### src/rtl/sn_i2s_tx.sv
// I2S transmitter: divides clk into a bit clock and serialises one 8-bit sample
// per frame as a 16-bit left-justified word, duplicated on both channels.
module sn_i2s_tx #(
  parameter int BCLK_DIV = 4
) (
  input  logic       clk,
  input  logic       reset,
  input  logic [7:0] sample_in,
  input  logic       mute,
  output logic       i2s_bclk,
  output logic       i2s_lrclk,
  output logic       i2s_sdata,
  output logic       frame_strobe
);

  localparam logic [7:0] DIV_LAST = 8'(BCLK_DIV - 1);

  logic [7:0]  div_cnt_q, div_cnt_d;
  logic        bclk_q, bclk_d;
  logic [4:0]  bit_cnt_q, bit_cnt_d;
  logic        lrclk_q, lrclk_d;
  logic        sdata_q, sdata_d;
  logic [15:0] word_q, word_d;
  logic        strobe_q, strobe_d;

  logic [4:0]  next_slot;
  logic [3:0]  sd_idx;

  // Slots 1..16 and 17..31 both walk the word MSB-first; slot 0 lands on bit 0
  // of the outgoing word, so the bit index is simply -slot mod 16.
  assign next_slot = bit_cnt_q + 5'd1;
  assign sd_idx    = 4'd0 - next_slot[3:0];

  always_comb begin
    div_cnt_d = div_cnt_q + 8'd1;
    bclk_d    = bclk_q;
    bit_cnt_d = bit_cnt_q;
    lrclk_d   = lrclk_q;
    sdata_d   = sdata_q;
    word_d    = word_q;
    strobe_d  = 1'b0;

    if (div_cnt_q == DIV_LAST) begin
      div_cnt_d = 8'd0;
      bclk_d    = ~bclk_q;
      if (bclk_q) begin
        bit_cnt_d = next_slot;
        lrclk_d   = next_slot[4];
        sdata_d   = word_q[sd_idx];
        if (next_slot == 5'd0) begin
          word_d   = mute ? 16'h0000 : {sample_in ^ 8'h80, 8'h00};
          strobe_d = 1'b1;
        end
      end
    end
  end

  always_ff @(posedge clk) begin
    if (reset) begin
      div_cnt_q <= 8'd0;
      bclk_q    <= 1'b0;
      bit_cnt_q <= 5'd31;
      lrclk_q   <= 1'b1;
      sdata_q   <= 1'b0;
      word_q    <= 16'h0000;
      strobe_q  <= 1'b0;
    end else begin
      div_cnt_q <= div_cnt_d;
      bclk_q    <= bclk_d;
      bit_cnt_q <= bit_cnt_d;
      lrclk_q   <= lrclk_d;
      sdata_q   <= sdata_d;
      word_q    <= word_d;
      strobe_q  <= strobe_d;
    end
  end

  assign i2s_bclk     = bclk_q;
  assign i2s_lrclk    = lrclk_q;
  assign i2s_sdata    = sdata_q;
  assign frame_strobe = strobe_q;

endmodule

### config.mk
export PLATFORM = sky130hd
export DESIGN_NAME = sn_i2s_tx
export DESIGN_NICKNAME = d
export VERILOG_FILES = /design/src/rtl/sn_i2s_tx.sv
export SDC_FILE = /design/constraint.sdc
export NUM_CORES = 1
export LEC_CHECK = 0
export BUFFER_PORTS_ARGS = -buffer_cell sky130_fd_sc_hd__buf_2
export CELL_PAD_IN_SITES_DETAIL_PLACEMENT = 0
export CELL_PAD_IN_SITES_GLOBAL_PLACEMENT = 1
export CORE_MARGIN = 2
export CORE_UTILIZATION = 43
export CTS_CLUSTER_SIZE = 12
export DETAILED_ROUTE_END_ITERATION = 6
export PLACE_DENSITY_LB_ADDON = 0.1
export SLEW_MARGIN = 20
export SYNTH_ARGS = -nofsm -noshare
export SYNTH_HDL_FRONTEND = slang
export SYNTH_SLANG_ARGS = --single-unit
### constraint.sdc
create_clock -name clk -period 2.2 [get_ports clk]
set_input_delay 0.33 -clock clk [delete_from_list [all_inputs] [get_ports clk]]
set_output_delay 0.33 -clock clk [all_outputs]
set_load 0.005 [all_outputs]
# After elaboration in Yosys (flattened, before gate mapping)

Cells that the tools add are included.

Logic and storage cells: 24
Bits in latches: 0
Memories kept: 0
Input port bits: 11
Memory bits (writable): 0
Output and inout port bits: 4
Bits in registers: 33
Bits in read-only memories: 0

$mul: 0
Order comparisons: 1
Multiplexer cells: 4
Div/mod/pow operators: 0
Bitwise gates (word level): 3
Equality and inequality tests: 1
Reductions and logical operators: 5
$add $sub $neg: 3
Shifts and indexed selects: 0

Operator list:

| kind                                                                         | count |
|---|---|
| 16-bit two-way mux                                                           | 1 |
| 8-bit by 1-bit adder with 8-bit output, second input constant                | 1 |
| 8-bit by 2-bit == test with 1-bit output, second input constant              | 1 |
| 5-bit by 1-bit adder with 5-bit output, second input constant                | 1 |
| 5-bit logical NOT                                                            | 1 |
| 4-bit by 5-bit less-than comparator with 1-bit output, second input constant | 1 |
| 1-bit binary-select mux with 4-bit select                                    | 1 |
| 1-bit by 4-bit subtractor with 4-bit output, first input constant            | 1 |
| 1-bit inverter                                                               | 3 |
| 3-bit AND reduction                                                          | 1 |
| 3-bit OR reduction                                                           | 1 |
| 1-bit two-way mux                                                            | 2 |
| 2-bit AND reduction                                                          | 1 |
| 2-bit OR reduction                                                           | 1 |

# Logic depth before layout (Yosys ltp)

Word-level depth: 4
Depth in mapped cells: 6
Gate-level depth less buffers: 5

# Worst setup path before layout

Ideal clock, no wire load.

Path kind: register to register
Start point: reg bit_cnt_q[1]
End point: reg sdata_q (netlist: i2s_sdata)
Stages on the path, launching flop included: 6
Clock period less this slack: 1.803 ns
Library setup time: 0.129 ns
Setup slack: 0.397 ns
Data required time: 2.071 ns
Buffers on the path: 1
Data arrival time: 1.674 ns
Path through: dfxtp_1 > ha_1 > clkbuf_1 > mux2_2 > o311ai_0 > o32ai_1

Cells in the longest elaborated chain, start to end: 4

Ends and longest elaborated chain:

| what                                        | RTL line | text |
|---|---|---|
| from (decl)                                 | 20       | `logic [4:0] bit_cnt_q, bit_cnt_d;` |
| from (signal assigned)                      | 70       | `bit_cnt_q <= bit_cnt_d;` |
| 5-bit by 1-bit adder with 5-bit output      | 31       | `assign next_slot = bit_cnt_q + 5'd1;` |
| via next_slot[1]                            | 26       | `logic [4:0] next_slot;` |
| 1-bit by 4-bit subtractor with 4-bit output | 32       | `assign sd_idx = 4'd0 - next_slot[3:0];` |
| 1-bit binary-select mux with 4-bit select   | 49       | `sdata_d = word_q[sd_idx];` |
| 1-bit two-way mux (not written as such)     | 49       |  |
| to (signal assigned)                        | 72       | `sdata_q <= sdata_d;` |
| to (decl)                                   | 22       | `logic sdata_q, sdata_d;` |

The timed path passes the listed nets, and every way through them passes these cells. The select of a mux whose other input is x is not followed.
A chain may end at the register's enable or synchronous reset.

# Worst setup path after layout

Start point: reg bit_cnt_q[0]
End point: reg word_q[8]

Cells in the longest elaborated chain, start to end: 3

Ends and longest elaborated chain:

| what                                   | RTL line | text |
|---|---|---|
| 5-bit by 1-bit adder with 5-bit output | 31       |  |
| 5-bit logical NOT                      | 50       | `if (next_slot == 5'd0) begin` |
| 3-bit AND reduction (no line)          | n/a      |  |
| to (signal assigned)                   | 73       | `word_q <= word_d;` |
| to (decl)                              | 23       | `logic [15:0] word_q, word_d;` |

No other way between the ends.

==> out/results.ini <==
[cells_and_area]
fin_nets=159
fillers=278
area_delta_synth_final_pct=11.6
drive_gt1_share_pct=17.9
n_antenna_cell=0

[worst_setup_path]
start_kind=flip-flop
slowest_stage=dfxtp_1
critical_path_class=flip-flop to flip-flop
crit_arrival_ns=2.27
cp_top_family=simple AND/OR/NAND/NOR gates
path_buf_inv=0
crit_required_ns=2.46
crit_chain=ha_1 -> and2_1 -> nand4_4 -> or4b_1 -> a21oi_1
cp-end-kind=flip-flop
cpPeakStageDelay_ns=0.54
critPathMaxFanout=17

[pwr]
vdd_drop_max_mv=0.368
power_density_nw_per_um2=611
p_leak_nw=0.513

[run_status]
status=finished clean

[floorplanning]
die_h_um=57.4
ioPinCount=15
initial_core_util_pct=44.9
core_um2=2730
die_w_um=57.4
num_rows=19
dieArea_um2=3300

[place]
gp_congestion=0.786
port_buffers=14
dp_hpwl_um=1670

[logic_synthesis]
netlist_area_um2=1230
synthTopCellsByArea=dfxtp_1 39%, or4b_1 5.7%, xor2_1 5.0%
synth.distinct_cells=39
synth_warnings=0
syn_nets=146
syn_inst=133
synth_area_leader_cell=dfxtp_1
syn_area_per_cell_um2=9.23
ys_seq_elements=24
yosys.area.top_type_share_pct=39.1
ys_seq_area_share_pct=39.1

[grt]
antenna_found_initial=0
grt_pass1_vias=943
grt_max_degree=20
grt_pass1_wl_um=4000
grt_use_total_pct=15.5
grt_remaining_overflow=0

[clock_network]
cts_made_buffers=3
worstSkewPairLatency_ns=0.32
cts-root-buf=clkbuf_4
cts_sinks=24
clkTransAtPathRegs_ns=0.14
clockBufferDepth=2
cts_tree=built
h-tree-depth=1

[sta]
finalHoldViolCount=0
setup_viol=0
fmax_mhz=499
slew-limit-headroom_pct=73.3
clock_skew_ns=0.00800
setup_tns_ns=0
hold_slack_ns=0.272
rsz0062_at_grt=false
period_share_pct=91.0
max_slew.worst_pin.slew_ns=0.401
drv_slew=0
finalCriticalPeriod_ns=2.00

[drt]
drtIter0Drc=16
firstDrtPassIters=4
vias=996
via_per_inst=5.66
drc=0
wire_per_inst_um=13.0
wirelength_um=2290
ant_nets=0

[worst_hold_path]
hold_path.class=input port to flip-flop

[flow_run]
max_cap_violations=0

-- routing by layer --
metal / GRT usage [%] / wire [µm]
met5: 0 / 0
met4: 6.98 / 36
met3: 2.04 / 74
met2: 26.8 / 1090
met1: 19.0 / 1090
-- report_power, final --
part / switching, mW / internal [mW]
sequential: 0.0119 / 0.444
combinational: 0.0305 / 0.0275
clock: 0.139 / 0.184
total: 0.182 / 0.656
-- stage by stage --
step                cells  utilization [%]  power [mW]  instance area [µm²]  worst slack [ns]
global placement      172             48.0       0.521                 1310             0.286
finish                176             50.1       0.837                 1370             0.197
global route          176             50.1       0.873                 1370            0.0128
floorplan             133                -       0.501                 1230             0.397
detailed placement    172             48.0       0.523                 1310             0.222
CTS                   176             49.9       0.848                 1360             0.177
-- state kept, by name, indices dropped and copies added (netlist names) --
| name | flops |
|---|---|
| word_q | 8 |
| frame_strobe | 1 |
| i2s_sdata | 1 |
| i2s_bclk | 1 |
| bit_cnt_q | 5 |
| div_cnt_q | 8 |
-- cell usage after synthesis, drive strengths merged --
cell,n
nand4,2
a221o,1
nor3,1
o21a,1
nor4,1
xor2,7
or3,2
nand2,5
and2,2
nand3b,3
dfxtp,24
o32ai,1
nor2,10
nand2b,4
inv,2
ha,2
clkbuf,5
a21boi,1
o211ai,2
buf,3
and3,4
o311ai,1
nor3b,1
o21ai,8
a21o,2
nor4b,1
or4,1
mux2,1
nor2b,2
or4b,7
xnor2,3
nand3,9
mux2i,4
or4bb,1
a21oi,9
-- final timing paths --
check	start	to	slack (ns)	depth (start not counted)
hold / removal	sample_in[7]	word_q[15]$_SDFFE_PP0P_	0.27	3
hold reg to reg	word_q[9]$_SDFFE_PP0P_	word_q[9]$_SDFFE_PP0P_	0.48	2
setup reg to reg	bit_cnt_q[0]$_SDFFE_PP1P_	word_q[8]$_SDFFE_PP0P_	0.20	5
setup / recovery	bit_cnt_q[0]$_SDFFE_PP1P_	word_q[8]$_SDFFE_PP0P_	0.20	5
-- logic make-up after synthesis --
family / share of synthesized area (%)
xor+xnor: 7.14
buf+inv: 3.87
mux: 4.18
flops: 39.1
compound gates: 12.9
simple gates: 30.7
fa+ha+maj: 2.04
-- cell type report --
class                           instances  area, µm²  area share, %
Clock inverter                          1       30.0           2.19
Inverter                                2       7.51          0.548
Clock buffer                            3       22.5           1.64
Multi-Input combinational cell         99        706           51.5
Sequential cell                        24        480           35.1
Tap cell                               31       38.8           2.83
Timing Repair Buffer                   16       85.1           6.21
-- worst min-delay path: cells and delay by family --
| kind | cells | cell delay, ns |
|---|---|---|
| and+or+nand+nor | 1 | 0.09 |
| buffers and inverters | 1 | 0.07 |
| AOI/OAI and AO/OA | 1 | 0.06 |
-- repair_timing --
action                     in CTS  in global routing
setup endpoints to repair       0                  2
resized for setup               0                  1
hold buffers                    0                  0
buffers inserted                0                  0
-- cell usage in the layout (no fill, tap or decap), types with 2 or more instances in the layout --
| master | count |
|---|---|
| nor2_1 | 10 |
| and3_1 | 3 |
| nand3_1 | 9 |
| o21ai_0 | 8 |
| xor2_1 | 7 |
| nand2b_1 | 4 |
| buf_2 | 14 |
| nand2_1 | 5 |
| buf_4 | 2 |
| ha_1 | 2 |
| a21oi_1 | 9 |
| inv_1 | 2 |
| xnor2_1 | 3 |
| and2_1 | 2 |
| mux2i_1 | 4 |
| dfxtp_1 | 24 |
| or4b_1 | 7 |
| o211ai_1 | 2 |
| clkbuf_4 | 3 |
| or3_1 | 2 |
| nor2b_1 | 2 |
| nand3b_1 | 3 |
Note: power is estimated with default switching activity, not from simulation.
